--- src/rtl/usr_pkg.sv ---
// Shared types for the universal shift register: shift op codes and
// burst engine states.
package usr_pkg;

  typedef enum logic [2:0] {
    OP_HOLD = 3'd0,
    OP_SHL  = 3'd1,
    OP_SHR  = 3'd2,
    OP_ROL  = 3'd3,
    OP_ROR  = 3'd4,
    OP_ASR  = 3'd5
  } shift_op_e;

  typedef enum logic [1:0] {
    S_IDLE  = 2'd0,
    S_BURST = 2'd1,
    S_DONE  = 2'd2
  } usr_state_e;

endpackage

--- src/rtl/usr_shift_unit.sv ---
// Combinational shift/rotate unit shared by the single-step and burst paths.
// o_shifted flags that a real shift/rotate happened so the caller knows
// whether to capture o_out; HOLD and reserved codes leave q untouched.
module usr_shift_unit
  import usr_pkg::*;
#(
  parameter int W = 8
) (
  input  logic [W-1:0] i_q,
  input  shift_op_e    i_op,
  input  logic         i_sh_in,
  output logic [W-1:0] o_q,
  output logic         o_out,
  output logic         o_shifted
);

  // Select the next register value and the bit that falls out.
  always_comb begin
    o_q       = i_q;
    o_out     = 1'b0;
    o_shifted = 1'b0;
    case (i_op)
      OP_SHL: begin
        o_q       = {i_q[W-2:0], i_sh_in};
        o_out     = i_q[W-1];
        o_shifted = 1'b1;
      end
      OP_SHR: begin
        o_q       = {i_sh_in, i_q[W-1:1]};
        o_out     = i_q[0];
        o_shifted = 1'b1;
      end
      OP_ROL: begin
        o_q       = {i_q[W-2:0], i_q[W-1]};
        o_out     = i_q[W-1];
        o_shifted = 1'b1;
      end
      OP_ROR: begin
        o_q       = {i_q[0], i_q[W-1:1]};
        o_out     = i_q[0];
        o_shifted = 1'b1;
      end
      OP_ASR: begin
        o_q       = {i_q[W-1], i_q[W-1:1]};
        o_out     = i_q[0];
        o_shifted = 1'b1;
      end
      default: ;
    endcase
  end

endmodule

--- src/rtl/univ_shift_reg.sv ---
// Universal shift register with single-step ops and a counted burst engine.
// Optional even-parity output qPar is built when USR_PARITY_EN is defined.
//
// state   | meaning
// S_IDLE  | single-step mode, op applied every cycle, start may be accepted
// S_BURST | latched op applied each cycle until the counter expires (busy)
// S_DONE  | one-cycle done pulse; behaves like S_IDLE for new commands
module univ_shift_reg
  import usr_pkg::*;
#(
  parameter int W    = 8,
  parameter int CNTW = $clog2(W + 1)
) (
  input  logic            ck,
  input  logic            rst,
  input  logic            clr,
  input  logic            ld,
  input  logic [W-1:0]    d,
  input  logic [2:0]      op,
  input  logic            shIn,
  input  logic            start,
  input  logic [CNTW-1:0] nShift,
  output logic [W-1:0]    q,
  output logic            shOut,
  output logic            busy,
  output logic            done
`ifdef USR_PARITY_EN
  ,
  output logic            qPar
`endif
);

  usr_state_e      r_state;
  usr_state_e      w_state_d;
  logic [CNTW-1:0] r_cnt;
  logic [CNTW-1:0] w_cnt_d;
  shift_op_e       r_op;
  shift_op_e       w_op_d;
  logic [W-1:0]    r_q;
  logic [W-1:0]    w_q_d;
  logic            r_sh_out;
  logic            w_sh_out_d;

  shift_op_e       w_unit_op;
  logic [W-1:0]    w_unit_q;
  logic            w_unit_out;
  logic            w_unit_shifted;

  // During a burst the latched op drives the shifter; otherwise the live op.
  assign w_unit_op = (r_state == S_BURST) ? r_op : shift_op_e'(op);

  usr_shift_unit #(.W(W)) u_shift (
    .i_q       (r_q),
    .i_op      (w_unit_op),
    .i_sh_in   (shIn),
    .o_q       (w_unit_q),
    .o_out     (w_unit_out),
    .o_shifted (w_unit_shifted)
  );

  // Next-state and datapath decode: clr > ld > burst step > start > single step.
  always_comb begin
    w_state_d  = r_state;
    w_cnt_d    = r_cnt;
    w_op_d     = r_op;
    w_q_d      = r_q;
    w_sh_out_d = r_sh_out;
    if (clr) begin
      w_q_d      = '0;
      w_sh_out_d = 1'b0;
      w_cnt_d    = '0;
      w_state_d  = S_IDLE;
    end else if (ld) begin
      w_q_d      = d;
      w_sh_out_d = 1'b0;
      w_cnt_d    = '0;
      w_state_d  = S_IDLE;
    end else if (r_state == S_BURST) begin
      w_q_d   = w_unit_q;
      if (w_unit_shifted) w_sh_out_d = w_unit_out;
      w_cnt_d = r_cnt - CNTW'(1);
      if (r_cnt == CNTW'(1)) w_state_d = S_DONE;
    end else if (start) begin
      w_op_d    = shift_op_e'(op);
      w_cnt_d   = nShift;
      w_state_d = (nShift == '0) ? S_DONE : S_BURST;
    end else begin
      w_q_d     = w_unit_q;
      if (w_unit_shifted) w_sh_out_d = w_unit_out;
      w_state_d = S_IDLE;
    end
  end

  // FSM state register.
  always_ff @(posedge ck or posedge rst) begin
    if (rst) r_state <= S_IDLE;
    else     r_state <= w_state_d;
  end

  // Datapath registers: contents, out bit, burst counter and latched op.
  always_ff @(posedge ck or posedge rst) begin
    if (rst) begin
      r_q      <= '0;
      r_sh_out <= 1'b0;
      r_cnt    <= '0;
      r_op     <= OP_HOLD;
    end else begin
      r_q      <= w_q_d;
      r_sh_out <= w_sh_out_d;
      r_cnt    <= w_cnt_d;
      r_op     <= w_op_d;
    end
  end

`ifdef USR_PARITY_EN
  logic r_par;

  // Parity is taken from the next value so it stays aligned with q.
  always_ff @(posedge ck or posedge rst) begin
    if (rst) r_par <= 1'b0;
    else     r_par <= ^w_q_d;
  end

  assign qPar = r_par;
`endif

  assign q     = r_q;
  assign shOut = r_sh_out;
  assign busy  = (r_state == S_BURST);
  assign done  = (r_state == S_DONE);

endmodule

--- config.mk ---
export PLATFORM = sky130hd
export DESIGN_NAME = univ_shift_reg
export DESIGN_NICKNAME = d
export VERILOG_FILES = /design/src/rtl/usr_pkg.sv /design/src/rtl/usr_shift_unit.sv /design/src/rtl/univ_shift_reg.sv
export SDC_FILE = /design/constraint.sdc
export NUM_CORES = 1
export LEC_CHECK = 0
export BUFFER_PORTS_ARGS = -buffer_cell sky130_fd_sc_hd__buf_4
export CAP_MARGIN = 20
export CORE_ASPECT_RATIO = 1.1
export CORE_UTILIZATION = 50
export DETAILED_ROUTE_END_ITERATION = 10
export PLACE_DENSITY = 0.74
export SLEW_MARGIN = 20
export SYNTH_ARGS = -nofsm -noshare
export SYNTH_HDL_FRONTEND = slang
export SYNTH_SLANG_ARGS = --single-unit
--- constraint.sdc ---
create_clock -name ck -period 2.2 [get_ports ck]
set_input_delay 0.11 -clock ck [delete_from_list [all_inputs] [get_ports ck]]
set_output_delay 0.11 -clock ck [all_outputs]
set_load 0.1 [all_outputs]
==> metrics.md <==
| Metric | Value |
|---|---|
| Avg WL per Cell | 15.68 um |
| Crit end category | flip-flop |
| Row Count | 18 |
| Hold path cells | 2 |
| Post-CTS sizing | 0 |
| Starting Density | 0.5497 |
| Global Route Usage Sum | 0.2303 |
| CTS tree | done |
| Sum Neg Setup Slack | 0 ns |
| Final WS setup | 0.3013 ns |
| XOR/XNOR Fraction of Synth Area | 0.01361 |
| Cell variety after synth | 46 |
| Cell Count, Final, Fillers Out | 196 |
| Synth top area share | 0.3499 |
| Class of the worst hold path | in -> reg |
| CTS Buf Count | 3 |
| R2R depth | 6 |
| Prevailing post-synth register cell | dfrtp_1 |
| Post-Syn Instances | 138 |
| CP startpoint kind | flip-flop |
| Largest family of logic cells by synthesized area | compound AO/OA/AOI/OAI gates |
| Clock tree root buffer cell | clkbuf_4 |
| FMAX | 0.5267 GHz |
| CTS max path bufs | 2 |
| R2R Path End | q[3] |
| Count of state elements after synthesis | 18 |
| EDFF count, synth | 0 |
| Clock sinks | 18 |
| WHS Endpoint | r_op[0] |
| Static leakage | 0.7819 nW |
| DIE WIDTH | 50.38 um |
| Post-synthesis sequential area ratio | 0.3499 |
| Simple-Gate Fraction of Synth Area | 0.2041 |
| Final GP Congestion | 0.8895 |
| Cell Area, Synth | 0.001287 mm2 |
| Global-route wire length before repair | 4.919 mm |
| Cell Pwr Density | 623.8 mW/mm2 |
| DRC violations left | 0 |
| Post-Synth Adder-Cell Area | 0.01944 |
| Post-detailed-route count of antenna-violating nets | 0 |
| Final HPWL DP | 2.336 mm |
| Count of input and output buffers | 31 |
| Router iterations before antenna repair | 4 |
| Max-Cap Viols | 0 |
| Starting DRC count in detailed routing | 16 |
| Hold wc startpoint | op[0] |
| Synth Area in Compound Gates | 0.2420 |
| FFs w/ async S/R, synth | 1.000 |
| Outcome | finished clean |
| Relative slew slack | 0.5200 |
| Pin count of the biggest net entering global routing | 21 |
| Dpl cells | 192 |
| Diode count | 0 |
| DP Worst Slack | 0.3204 ns |
| Synth top cells by count | dfrtp_1, nor2_1, mux2i_1 |
| Clock Latency Late Sink | 0.29 ns |
| CTS H-tree depth | 1 |
| Layout cells sized above 1 | 0.3072 |
| Worst slew pin tran | 0.7192 ns |
| Clock Skew | 0.002530 ns |
| R2R setup slack | 0.30 ns |
| Internal | 564.9 uW |
| Clock slew at reported path FFs | 0.10 ns |
| Synth warn | 0 |
| Mux cell area share after synthesis | 0.1156 |
| Vias per inst | 5.985 |
| VDD IR max | 0.4561 mV |
| Critical Path RT | 2.39 ns |
| Top cells by area, synth | dfrtp_1, mux2i_1, nor2_1, a211oi_1, nor2b_1 |
| Tmin final | 1.899 ns |
| Final period utilization | 0.8630 |
| Clk network pwr share | 0.173 |
| Via count | 1173 |
| Synth-to-Final Area Change | 20.60% |
| Net switching power | 403.6 uW |
| GRT overflow | 0 |
| Logic pwr share | 0.416 |
| Number of global-route vias before repair | 1144 |
| Ports | 32 |
| Total power | 968.6 uW |
| WP data arrival | 2.09 ns |
| Initial antenna violation count | 0 |
| Syn_nets | 161 |
| CP max FO | 16 |
| Syn Area/Cell | 9.330 um2 |
| Critical path class | reg -> reg |
| Layout Nets | 191 |
| Die height | 55.22 um |
| RSZ-0062 raised after global routing | false |
| Final hold vios | 0 |
| Core Footprint | 0.002342 mm2 |
| Cell taking the most area after synthesis | dfrtp_1 |
| Reg2reg start | r_state[1] |
| Slew Limit Fails | 0 |
| Setup-failing EPs final | 0 |
| Fillers | 209 |
| Sw frac | 0.4167 |
| DRT Wirelength | 3.073 mm |
| Seq pwr share | 0.411 |
| Total die area | 0.002782 mm2 |
## critical path: stages (launching register included)
cell and delay [ns]:
dfrtp_1 0.40, nand2b_4 0.24, inv_2 0.19, mux2i_1 0.14, a211o_4 0.43, and3_1 0.21, a31o_2 0.20
## metal layers
layer | vias up | wire length, um | part of all wire | global-route usage
met3 | 2 | 87 | 0.028 | 0.03306
li1 | 562 | - | - | -
met1 | 572 | 1322 | 0.43 | 0.2643
met5 | - | 0 | 0 | 0
met4 | 0 | 15 | 0.0049 | 0.07143
met2 | 37 | 1647 | 0.54 | 0.4267
## cell families after synthesis
group,after synthesis
simple gates,50
flops,18
mux,14
fa+ha+maj,2
compound gates,37
xor+xnor,2
buf+inv,15
## through the flow
step           area (um2)  utilization  hold WS, ns
2_1_floorplan        1287            -      0.04857
3_3_place_gp         1520       0.6490       0.2681
3_5_place_dp         1520       0.6490       0.2725
4_1_cts              1553       0.6629      0.06804
5_1_grt              1553       0.6629      0.07100
6_report             1553       0.6629      0.07491
## cell type report
cell class	instances	area, um2	share of cell area
clock buffers	3	22.52	0.01450
inverters	7	26.28	0.01692
repair buffers	33	250.2	0.1612
multi-input cells	105	765.7	0.4932
flip-flops and latches	18	450.4	0.2901
well taps	30	37.54	0.02417
## how the worst max path moves through the flow
stage | to | start | cells after the start
2_1_floorplan | q[5] | r_state[1] | 8
3_3_place_gp | q[3] | r_state[1] | 6
3_5_place_dp | q[6] | r_state[1] | 5
4_1_cts | q[6] | r_state[1] | 5
5_1_grt | q[1] | r_state[1] | 6
6_report | q[3] | r_state[1] | 6
## sequential cells by signal (all words and copies together) (netlist names)
signal   cells
q            8
r_cnt        4
r_op         3
r_state      2
shOut        1
## power by group through the flow
stage          Clock (mW)  Sequential [mW]  Combinational (mW)
6_report            0.168            0.398               0.403
3_3_place_gp            0            0.402               0.393
5_1_grt             0.181            0.403               0.426
3_5_place_dp            0            0.404               0.401
4_1_cts             0.171            0.398               0.403
2_1_floorplan           0            0.518               0.184
## layout by cell type (no fill, tap or decap), drive strengths merged, types with 2 or more instances in the layout
master | Yosys | final
nand2 | 6 | 6
xor2 | 2 | 2
mux2i | 10 | 10
nor2 | 18 | 18
a221oi | 2 | 2
nor3b | 2 | 2
a211oi | 7 | 7
clkbuf | 6 | 3
inv | 7 | 7
dfrtp | 18 | 18
nand2b | 5 | 5
mux2 | 4 | 4
ha | 2 | 2
a211o | 2 | 2
and3b | 2 | 2
buf | 2 | 32
a31o | 2 | 2
o21ai | 4 | 4
and3 | 3 | 3
nor2b | 6 | 6
nand3 | 4 | 4
a32o | 4 | 4
a21oi | 5 | 5
## repair_timing
item,in CTS,in global routing
endpoints found under the setup margin,0,0
setup buffers,0,0
hold buffers,1,0
endpoints found under the hold margin,18,0
Power figures use the tool's default switching activity.
